File: config.mk
export PLATFORM = sky130hd
export DESIGN_NAME = seven_seg_frame_reader
export DESIGN_NICKNAME = d
export VERILOG_FILES = /design/src/rtl/seven_seg_frame_reader.sv
export SDC_FILE = /design/constraint.sdc
export NUM_CORES = 1
export LEC_CHECK = 0
export CORE_MARGIN = 3
export CORE_UTILIZATION = 34
export DETAILED_ROUTE_END_ITERATION = 10
export GPL_ROUTABILITY_DRIVEN = 0
export PLACE_DENSITY = 0.54
export SYNTH_ARGS = -nofsm -noshare
export SYNTH_HDL_FRONTEND = slang
export SYNTH_SLANG_ARGS = --single-unit
File: constraint.sdc
create_clock -name Clock -period 4.75 [get_ports Clock]
set_input_delay 0.7125 -clock Clock [delete_from_list [all_inputs] [get_ports Clock]]
set_output_delay 0.7125 -clock Clock [all_outputs]
set_load 0.02 [all_outputs]
File: src/rtl/seven_seg_frame_reader.sv
// Seven-segment read-back: syncs the multiplexed active-low display bus,
// debounces each digit, decodes segments back to BCD and assembles frames
// that are offered to a consumer over a valid/ready handshake.
module seven_seg_frame_reader #(
  parameter int unsigned DIGITS        = 4,
  parameter int unsigned STABLE_CYCLES = 3
) (
  input  logic                  Clock,
  input  logic                  Resetn,
  input  logic [6:0]            seg_n,
  input  logic [DIGITS-1:0]     dig_en,
  input  logic                  frame_ready,
  output logic                  frame_valid,
  output logic [4*DIGITS-1:0]   frame_bcd,
  output logic [DIGITS-1:0]     frame_err,
  output logic                  overrun
);

  localparam int unsigned CntW = (STABLE_CYCLES < 2) ? 1 : $clog2(STABLE_CYCLES + 1);
  localparam int unsigned SyncW = 7 + DIGITS;

  localparam logic [0:0] COLLECT = 1'b0;
  localparam logic [0:0] HOLD    = 1'b1;

  // Returns {err, value}; unknown patterns decode to 4'hF with err set.
  function automatic logic [4:0] decode_seg(input logic [6:0] s);
    logic [4:0] r;
    unique case (s)
      7'b0000001: r = 5'h00;
      7'b1001111: r = 5'h01;
      7'b0010010: r = 5'h02;
      7'b0000110: r = 5'h03;
      7'b1001100: r = 5'h04;
      7'b0100100: r = 5'h05;
      7'b0100000: r = 5'h06;
      7'b0001111: r = 5'h07;
      7'b0000000: r = 5'h08;
      7'b0000100: r = 5'h09;
      default:    r = 5'h1F;
    endcase
    return r;
  endfunction

  logic [SyncW-1:0]    sync_q;
  logic [CntW-1:0]     cnt_q;
  logic [4*DIGITS-1:0] bank_bcd_q, bank_bcd_d;
  logic [DIGITS-1:0]   bank_err_q, bank_err_d;
  logic [DIGITS-1:0]   seen_q, seen_d;
  logic [0:0]          state_q, state_d;
  logic                valid_q, valid_d;
  logic [4*DIGITS-1:0] bcd_q, bcd_d;
  logic [DIGITS-1:0]   err_q, err_d;
  logic                overrun_q, overrun_d;

  logic [SyncW-1:0]    raw;
  logic                same;
  logic [DIGITS-1:0]   dig;
  logic                onehot;
  logic                accept;
  logic [4:0]          dec;
  logic [DIGITS-1:0]   new_bit;
  logic                complete;
  logic                handshake;

  // Stability detection on the synced bus and digit decode.
  always_comb begin
    raw     = {seg_n, dig_en};
    same    = (raw == sync_q);
    dig     = sync_q[DIGITS-1:0];
    onehot  = (dig != '0) && ((dig & (dig - 1'b1)) == '0);
    // Fires exactly once, on the edge where the value has been seen STABLE_CYCLES+1 times.
    accept  = same && (cnt_q == CntW'(STABLE_CYCLES - 1)) && onehot;
    dec     = decode_seg(sync_q[SyncW-1:DIGITS]);
    new_bit = accept ? dig : '0;
    bank_bcd_d = bank_bcd_q;
    bank_err_d = bank_err_q;
    for (int i = 0; i < DIGITS; i++) begin
      if (new_bit[i]) begin
        bank_bcd_d[4*i +: 4] = dec[3:0];
        bank_err_d[i]        = dec[4];
      end
    end
    complete = accept && ((seen_q | new_bit) == '1);
  end

  // Frame assembly and output handshake.
  always_comb begin
    state_d   = state_q;
    seen_d    = seen_q | new_bit;
    valid_d   = valid_q;
    bcd_d     = bcd_q;
    err_d     = err_q;
    overrun_d = 1'b0;
    handshake = valid_q && frame_ready;
    case (state_q)
      COLLECT: begin
        if (complete) begin
          bcd_d   = bank_bcd_d;
          err_d   = bank_err_d;
          valid_d = 1'b1;
          seen_d  = '0;
          state_d = HOLD;
        end
      end
      HOLD: begin
        if (complete) begin
          seen_d = '0;
          if (handshake) begin
            bcd_d = bank_bcd_d;
            err_d = bank_err_d;
          end else begin
            overrun_d = 1'b1;
          end
        end else if (handshake) begin
          valid_d = 1'b0;
          state_d = COLLECT;
        end
      end
      default: state_d = COLLECT;
    endcase
  end

  // Input sync register and saturating stability counter.
  always_ff @(posedge Clock or negedge Resetn) begin
    if (!Resetn) begin
      sync_q <= '0;
      cnt_q  <= '0;
    end else begin
      sync_q <= raw;
      if (!same) begin
        cnt_q <= '0;
      end else if (cnt_q != CntW'(STABLE_CYCLES)) begin
        cnt_q <= cnt_q + 1'b1;
      end
    end
  end

  // Bank, FSM and output registers.
  always_ff @(posedge Clock or negedge Resetn) begin
    if (!Resetn) begin
      bank_bcd_q <= '0;
      bank_err_q <= '0;
      seen_q     <= '0;
      state_q    <= COLLECT;
      valid_q    <= 1'b0;
      bcd_q      <= '0;
      err_q      <= '0;
      overrun_q  <= 1'b0;
    end else begin
      bank_bcd_q <= bank_bcd_d;
      bank_err_q <= bank_err_d;
      seen_q     <= seen_d;
      state_q    <= state_d;
      valid_q    <= valid_d;
      bcd_q      <= bcd_d;
      err_q      <= err_d;
      overrun_q  <= overrun_d;
    end
  end

  assign frame_valid = valid_q;
  assign frame_bcd   = bcd_q;
  assign frame_err   = err_q;
  assign overrun     = overrun_q;

endmodule

==> results of run 1 <==
## worst paths after layout
check,from,end,cells past startpoint
min reg2reg,bank_err_q[0],bank_err_q[0],1
max in group asynchronous,Resetn,sync_q[10],2
min,bank_err_q[0],bank_err_q[0],1
max reg2reg,sync_q[3],frame_bcd[6],6
min in group asynchronous,Resetn,frame_err[1],2
max,dig_en[3],frame_bcd[6],7
## synth_stat cells, types with 2 or more instances
cell type | n | area share
sky130_fd_sc_hd__nand3_1 | 4 | 0.0073
sky130_fd_sc_hd__o21bai_1 | 2 | 0.0055
sky130_fd_sc_hd__nor4b_1 | 2 | 0.0064
sky130_fd_sc_hd__and2_1 | 2 | 0.0046
sky130_fd_sc_hd__buf_2 | 2 | 0.0037
sky130_fd_sc_hd__nor2_1 | 10 | 0.014
sky130_fd_sc_hd__ha_1 | 2 | 0.0091
sky130_fd_sc_hd__inv_1 | 6 | 0.0082
sky130_fd_sc_hd__mux2_4 | 20 | 0.11
sky130_fd_sc_hd__mux2_1 | 3 | 0.012
sky130_fd_sc_hd__nor3_1 | 2 | 0.0037
sky130_fd_sc_hd__dfrtp_1 | 60 | 0.55
sky130_fd_sc_hd__a21oi_1 | 3 | 0.0055
sky130_fd_sc_hd__nand3_4 | 3 | 0.019
sky130_fd_sc_hd__nand2_1 | 6 | 0.0082
sky130_fd_sc_hd__a21boi_0 | 3 | 0.0082
sky130_fd_sc_hd__xor2_1 | 14 | 0.045
sky130_fd_sc_hd__nor2b_1 | 2 | 0.0046
sky130_fd_sc_hd__buf_6 | 4 | 0.016
sky130_fd_sc_hd__mux2_2 | 17 | 0.070
sky130_fd_sc_hd__and3_4 | 2 | 0.0082
## worst register-to-register path, cell delays in order (launching register included)
cell	delay, ns
sky130_fd_sc_hd__dfrtp_1	0.48
sky130_fd_sc_hd__xor2_1	0.19
sky130_fd_sc_hd__nor4_2	0.37
sky130_fd_sc_hd__and4_1	0.45
sky130_fd_sc_hd__nor2_1	0.12
sky130_fd_sc_hd__nand3b_4	0.43
sky130_fd_sc_hd__mux2_4	0.44
## kinds of logic (layout without fill, tap and decap cells)
kind of cell / after synthesis / count (layout) / synth area share
muxes: 40 / 40 / 0.192
DFF: 60 / 60 / 0.549
xor gates and xnor gates: 15 / 15 / 0.0480
AOI/OAI and AO/OA: 18 / 18 / 0.0489
and+or+nand+nor: 45 / 45 / 0.122
adders and majority gates: 2 / 2 / 0.00915
buffers and inverters: 13 / 58 / 0.0311
## registers in the layout, summed over array words and instances, names as in the netlist
signal	count
bank_bcd_q	16
overrun	1
frame_bcd	16
state_q	1
bank_err_q	4
frame_err	4
sync_q	11
seen_q	4
frame_valid	1
cnt_q	2
## stage by stage
step	area [um2]	power [mW]	hold slack (ns)
final	3380	1.09	0.498
after global routing	3380	1.14	0.513
after CTS	3380	1.11	0.502
after detailed placement	3150	0.588	0.484
after global placement	3150	0.588	0.478
after floorplan	2740	0.559	0.417
## layer usage
metal,vias to the layer above,track usage,share of wire
met4,0,0.0604,0.019
met2,32,0.181,0.44
met5,-,0,0
met1,768,0.172,0.50
li1,759,-,-
met3,9,0.0321,0.042
## power by group through the flow
| stage | combinational [mW] | sequential [mW] | clock, mW |
|---|---|---|---|
| after global placement | 0.0521 | 0.536 | 0 |
| after floorplan | 0.0278 | 0.531 | 0 |
| after detailed placement | 0.0520 | 0.536 | 0 |
| after global routing | 0.0571 | 0.527 | 0.555 |
| after CTS | 0.0522 | 0.526 | 0.528 |
| final | 0.0508 | 0.526 | 0.515 |
## layout make-up
| type | count | area (um2) | share of cell area |
|---|---|---|---|
| clock buffers | 10 | 138 | 0.0407 |
| clock inverters | 6 | 87.6 | 0.0259 |
| inverters | 6 | 22.5 | 0.00667 |
| multi-input cells | 120 | 1150 | 0.340 |
| flip-flops and latches | 60 | 1500 | 0.444 |
| well taps | 102 | 128 | 0.0378 |
| repair buffers | 36 | 353 | 0.104 |
==> impl_summary.md, run 1 <==
Outcome
The flow ran to the end, and the final reports show no timing, DRC or antenna violations.

Routing
The detailed router finished its first iteration with 49 violations. The routed via count is 1568. The first detailed-routing pass took 4 iterations. The count of antenna-violating nets left after detailed routing is 0.

The post-route DRC violation count is 0. Wires add up to a little over 5000 um. In the final routed layout, each cell accounts on average for 14.9 um. Dividing the detail-routed via count by the number of cells gives 4.61.

Global route
The pin count of the biggest net entering global routing is 61. The number of antenna violations at the first check in global routing was 0. The remaining global-route overflow is 0. The via count of the first global-routing pass is 1680. In the global route stage, overall resource usage came out at 0.124. The first global-routing pass estimated 8540 um of wire.

Cells and area
The final layout contains 249 nets. 0 antenna diodes ended up in the layout. Counting the fill cells in the layout gives approximately 730.

The end-of-flow core utilization is 0.435. Of the cells placed in the final design, the portion with a size suffix greater than 1 is 0.273. Leaving out fill and tap cells, the most frequent cell in the layout is sky130_fd_sc_hd__dfrtp_1. The final cell count without fillers is 340. The area added between synthesis and finish is 23.5%. In the layout the commonest cells are sky130_fd_sc_hd__dfrtp_1 (60), sky130_fd_sc_hd__clkdlybuf4s50_1 (34), sky130_fd_sc_hd__mux2_4 (20), sky130_fd_sc_hd__mux2_2 (17), sky130_fd_sc_hd__xor2_1 (14).

Power
Of the total power, the clock network draws 0.471. For this design the total switching power over the nets is ~240 uW. Of the total power, the share spent switching nets is 0.223. The total power density per cell area is 323 nW/um2.

IR analysis of the VDD net gives a maximum drop of ~0.00014 V. The total internal power is between 800 and 900 uW. The sequential fraction of design power is 0.482. The share of total power dissipated in combinational logic is 0.047.

The analysis attributes to cell leakage a power of 1.62 nW.

Timing
The slew at the pin with the worst max-slew slack is 0.755 ns. The maximum achievable frequency is 0.343 GHz. The number of pins exceeding their max-slew limit in the final report is 0. Setup repair after global routing left no endpoint under its margin. The routed design could run at a clock period as short as 2.92 ns. The final clock period utilization by the worst path is 0.614.

Setup violations remaining at the end of the flow were counted as 0. Clock skew on the completed layout was measured at 0.00930 ns. Measured against its own limit, the worst slew margin works out to 0.496. The final hold violation count is 0. After layout, the worst setup slack is roughly 1.8 ns. The setup total negative slack is 0 ns.

Synthesis
The share of the Yosys chip area taken by registers is 0.549. The number of enable flip-flop cells after synthesis is 0. In this run the cell area of the synthesized design comes to between 2000 and 3000 um2. After synthesis, the mean cell area works out to 14.2 um2. The number of warning messages in the yosys log is 0. The main flop type after synthesis is sky130_fd_sc_hd__dfrtp_1.

The register bit count reported by yosys is 60. The number of distinct library cells after synthesis is 45. The post-synthesis net count is approximately 210.

The cell count after synthesis is between 150 and 200. For this run, asynchronously set or reset flops after synthesis account for 1.00.

Worst hold path
The type of the tightest min-delay check is reg2reg.

Critical path
STA classifies the critical path endpoint as a register. The critical path goes through clkdlybuf4s50_1 -> xor2_1 -> nor4_2 -> and4_1 -> nor2_1 -> nand3b_4 -> mux2_4. Data arrives at the worst endpoint at 3.14 ns. The critical path's largest stage delay is 0.45 ns.

In this design, the largest share of critical-path delay is due to simple AND/OR/NAND/NOR gates. On the critical path, the stage with the largest delay is an instance of sky130_fd_sc_hd__and4_1. Counting both buffers and inverters, the worst setup path holds a total of 1. STA classifies the critical path startpoint as an input port. Setup slack on the worst reg-to-reg path comes out at 2.16 ns. The required time at the worst-slack endpoint is 4.97 ns. The critical path in this run is classified as in2reg. Along the worst path, the maximum fanout reaches 20.

Clock tree
The tree is rooted in a sky130_fd_sc_hd__clkbuf_8. The CTS H-tree depth is 3. The number of clock sinks is 60. The buffer depth of the longest clock path is 2. Counting the buffers created by CTS gives 9.

The clock latency at the later pin of the worst-skew pair is 0.34 ns. Hold repair after CTS inserted 0 buffers. In this run, post-CTS repair resized a total of 0 instances.

Clock-pin slew was measured on the worst setup and hold paths at around 0.07 ns. The buffer count from post-CTS setup fixing is 0. TritonCTS built the clock tree.

Floorplan
The width of the die is 95.7 um. After floorplanning, the core was sized to cover 7770 um2. The floorplan die area is around 9200 um2. Row generation in the floorplan step produced 32 rows. For this configuration, the core starts out at a cell density of 0.352.

In this run the count of I/O pins placed on the die edge is 36. The vertical die dimension is between 90 and 100 um.

Flow run
The max-capacitance violation count is 0.

Place
Including well taps, the total number of placed cells is 324. The HPWL after detailed placement is 3430 um. Before CTS, the worst setup slack after placement is 1.48 ns. The count of input and output buffers is 35.
Note: power is estimated with default switching activity, not from simulation.
==> run 2: changes to the inputs <==
--- a/config.mk
+++ b/config.mk
@@ -9,7 +9,7 @@
 export CORE_UTILIZATION = 34
 export DETAILED_ROUTE_END_ITERATION = 10
 export GPL_ROUTABILITY_DRIVEN = 0
-export PLACE_DENSITY = 0.54
+export PLACE_DENSITY = 0.56
 export SYNTH_ARGS = -nofsm -noshare
 export SYNTH_HDL_FRONTEND = slang
 export SYNTH_SLANG_ARGS = --single-unit
==> constraint.sdc (replaced) <==
create_clock -name Clock -period 2.4 [get_ports Clock]
set_input_delay 0.36 -clock Clock [delete_from_list [all_inputs] [get_ports Clock]]
set_output_delay 0.36 -clock Clock [all_outputs]
set_load 0.02 [all_outputs]
==> impl_summary.md, run 2 (synthesis results as in run 1) <==
Outcome
The flow ran to the end, and the final reports show no timing, DRC or antenna violations.

Clock tree
The clock slew at the register clock pins of the worst setup and hold paths came to 0.07 ns (about the same). The buffer count from post-CTS setup fixing is 0 (unchanged). The buffer depth of the longest clock path is 2 (unchanged).

The TritonCTS clock tree is yes. The clock latency at the later pin of the worst-skew pair is 0.34 ns (about the same). The CTS H-tree depth is 3 (unchanged). The number of clock sinks is 60 (unchanged). The CTS buffer count is 9 (unchanged). The cell sitting at the root of the clock tree is a sky130_fd_sc_hd__clkbuf_8.

Global route
The highest-utilization routing layer at the global route stage is met2. The remaining global-route overflow was 0 (unchanged). The global router's overall resource usage came to 0.131 (+0.00680).

The number of antenna violations at the first check in global routing is 0 (unchanged). The pin count of the biggest net entering global routing was 61 (unchanged). The global-route met3 utilization is 0.0446 (+0.0125). The routing usage on met2 came to 0.187 (+0.00579).

The via count of the first global-routing pass is 1729 (+2.9%). The global-route wire length before repair came to 8880 um (+4.0%). The met1 track demand over resource in global routing came to 0.181 (+0.00912).

Critical path
The worst register-to-register path begins at sync_q[4]. The kind of critical path is reg2reg. The highest net fanout along the worst path is 8 (-60%). The number of buffer and inverter stages on the critical path is 0 (-1). The worst reg-to-reg setup slack is 0.15 ns (-2.01 ns). The category of the worst setup path capture point is a register. Walking the worst path, the cells encountered are or3b_1 -> a21bo_1 -> o211a_2 -> o21bai_1 -> mux2_1 -> mux2_4. The required time at the worst-slack endpoint is 2.63 ns (-2.34 ns). The endpoint arrival time on the critical path is 2.48 ns (-0.66 ns). The critical path's largest stage delay is 0.49 ns (+0.04 ns).

The number of cells on the worst reg-to-reg path is 6 (unchanged). The slowest stage of the critical path is the sky130_fd_sc_hd__dfrtp_1 cell. The capture point of the worst reg-to-reg path is frame_bcd[0].

STA classifies the critical path startpoint as a register. Broken down by cell family, the worst path's largest delay share belongs to multiplexers.

Routing
The count of antenna-violating nets left after detailed routing is 0 (unchanged). The post-route DRC violation count was 0 (unchanged). The via-per-instance ratio is 4.66 (+1.0%). The DRC violation total after the first TritonRoute iteration is 34 (-31%). The wire length after detailed routing is 5190 um (+2.3%). The number of detailed-routing iterations run before antenna repair came to 4 (unchanged). The routed via count is 1617 (+3.1%). The per-cell routed wire length came to 15.0 um (+0.26%).

Place
The count of placed standard cells including taps is 331 (+2.2%). The count of input and output buffers was 35 (unchanged). The HPWL after detailed placement is 3570 um (+4.2%).

Timing
For this run, the top clock speed supported by timing is 0.444 GHz. The worst clock skew is 0.00738 ns (-0.00192 ns). The slew at the pin with the worst max-slew slack is 0.762 ns (+0.00673 ns). Setup repair after global routing left no endpoint under its margin.

The final clock period utilization by the worst path is 0.939. The final hold violation count is 0 (unchanged). The number of pins exceeding their max-slew limit in the final report is 0 (unchanged). The final setup violation count is 0 (unchanged).

The setup total negative slack came to 0 ns (unchanged). The clock period minus final worst setup slack is ~2.3 ns. The worst slew margin relative to its limit is 0.492 (-0.00449).

Cells and area
The fraction of layout cells with a size suffix above 1 is 0.294 (+0.0208). The area added between synthesis and finish is 25.8%. The antenna cell count is 0 (unchanged). The number of nets in the finished design is 256 (+2.8%). In the layout the commonest cells are sky130_fd_sc_hd__dfrtp_1 (60), sky130_fd_sc_hd__clkdlybuf4s50_1 (34), sky130_fd_sc_hd__mux2_4 (20), sky130_fd_sc_hd__mux2_2 (17), sky130_fd_sc_hd__xor2_1 (14). The final cell count without fillers is 347 (+2.1%). The most frequent standard cell in the layout excluding fill and tap cells is sky130_fd_sc_hd__dfrtp_1.

Floorplan
The vertical die dimension is 95.7 um (unchanged). The I/O pin count came to 36 (unchanged). The width of the die came to 95.7 um (unchanged). The standard-cell row count was 32 (unchanged). The area of the core is 7770 um2 (unchanged). The floorplan die area is 9160 um2 (unchanged).

The initial core utilization is 0.352 (unchanged).

Power
The total power density per cell area is 620 nW/um2 (+92%). The highest ir drop seen on vdd is 0.000277 V (+100%). The static leakage power is 1.65 nW (+1.7%). The final total power came to 2.13 mW (+96%).

Worst hold path
The min-delay analysis places its worst path in the category in2async.

Flow run
The max-capacitance violation count is 0 (unchanged).
[run 2: cell types whose count changed in the layout (fill, tap and decap cells not counted)]
cell | previous run | this run
sky130_fd_sc_hd__buf_12 | 0 | 1
sky130_fd_sc_hd__clkbuf_1 | 0 | 1
sky130_fd_sc_hd__clkinv_4 | 2 | 1
sky130_fd_sc_hd__nor4b_1 | 2 | 1
sky130_fd_sc_hd__clkbuf_8 | 10 | 9
sky130_fd_sc_hd__clkinv_2 | 2 | 1
sky130_fd_sc_hd__clkinvlp_4 | 0 | 2
sky130_fd_sc_hd__buf_4 | 1 | 7
sky130_fd_sc_hd__nor4b_2 | 0 | 1
[run 2: what timing repair did]
item,4_1_cts,5_1_grt
endpoints found under the setup margin,0,5
hold buffers,0,0
gates resized for setup,0,1
[run 2: layout make-up]
class	count	area (um2)
flip-flops and latches	60	1500
repair buffers	43	418
multi-input cells	120	1150
well taps	102	128
clock buffers	10	128
clock inverters	6	88.8
inverters	6	22.5
fillers	733	4330
[run 2: power by group]
part	internal, mW	total [mW]	switching [mW]
registers	1.02	1.04	0.0189
clock network	0.584	0.986	0.402
logic	0.0486	0.108	0.0594
total	1.65	2.13	0.481
[run 2: through the flow]
stage                     hold slack (ns)   util  area [um2]  worst slack (ns)
final                               0.178  0.443        3440             0.146
after global routing                0.241  0.443        3440           0.00746
after CTS                           0.203  0.442        3430             0.127
after detailed placement            0.482  0.414        3220            -0.169
after global placement              0.476  0.414        3220            -0.152
after floorplan                    0.0644      -        2740             0.320
[run 2: how the worst max path moves through the flow]
stage	startpoint	end	slack [ns]	cells past startpoint
final	sync_q[4]	frame_bcd[0]	0.15	6
after global placement	seg_n[1]	frame_bcd[4]	-0.15	8
after global routing	sync_q[5]	frame_bcd[6]	0.007	6
after floorplan	sync_q[0]	frame_bcd[0]	0.32	8
after detailed placement	dig_en[3]	frame_err[2]	-0.17	8
after CTS	sync_q[4]	frame_bcd[0]	0.13	6
[run 2: layer usage]
layer,vias up,share of wire
met1,804,0.49
met4,0,0.021
li1,772,-
met3,8,0.044
met5,-,0
met2,33,0.45
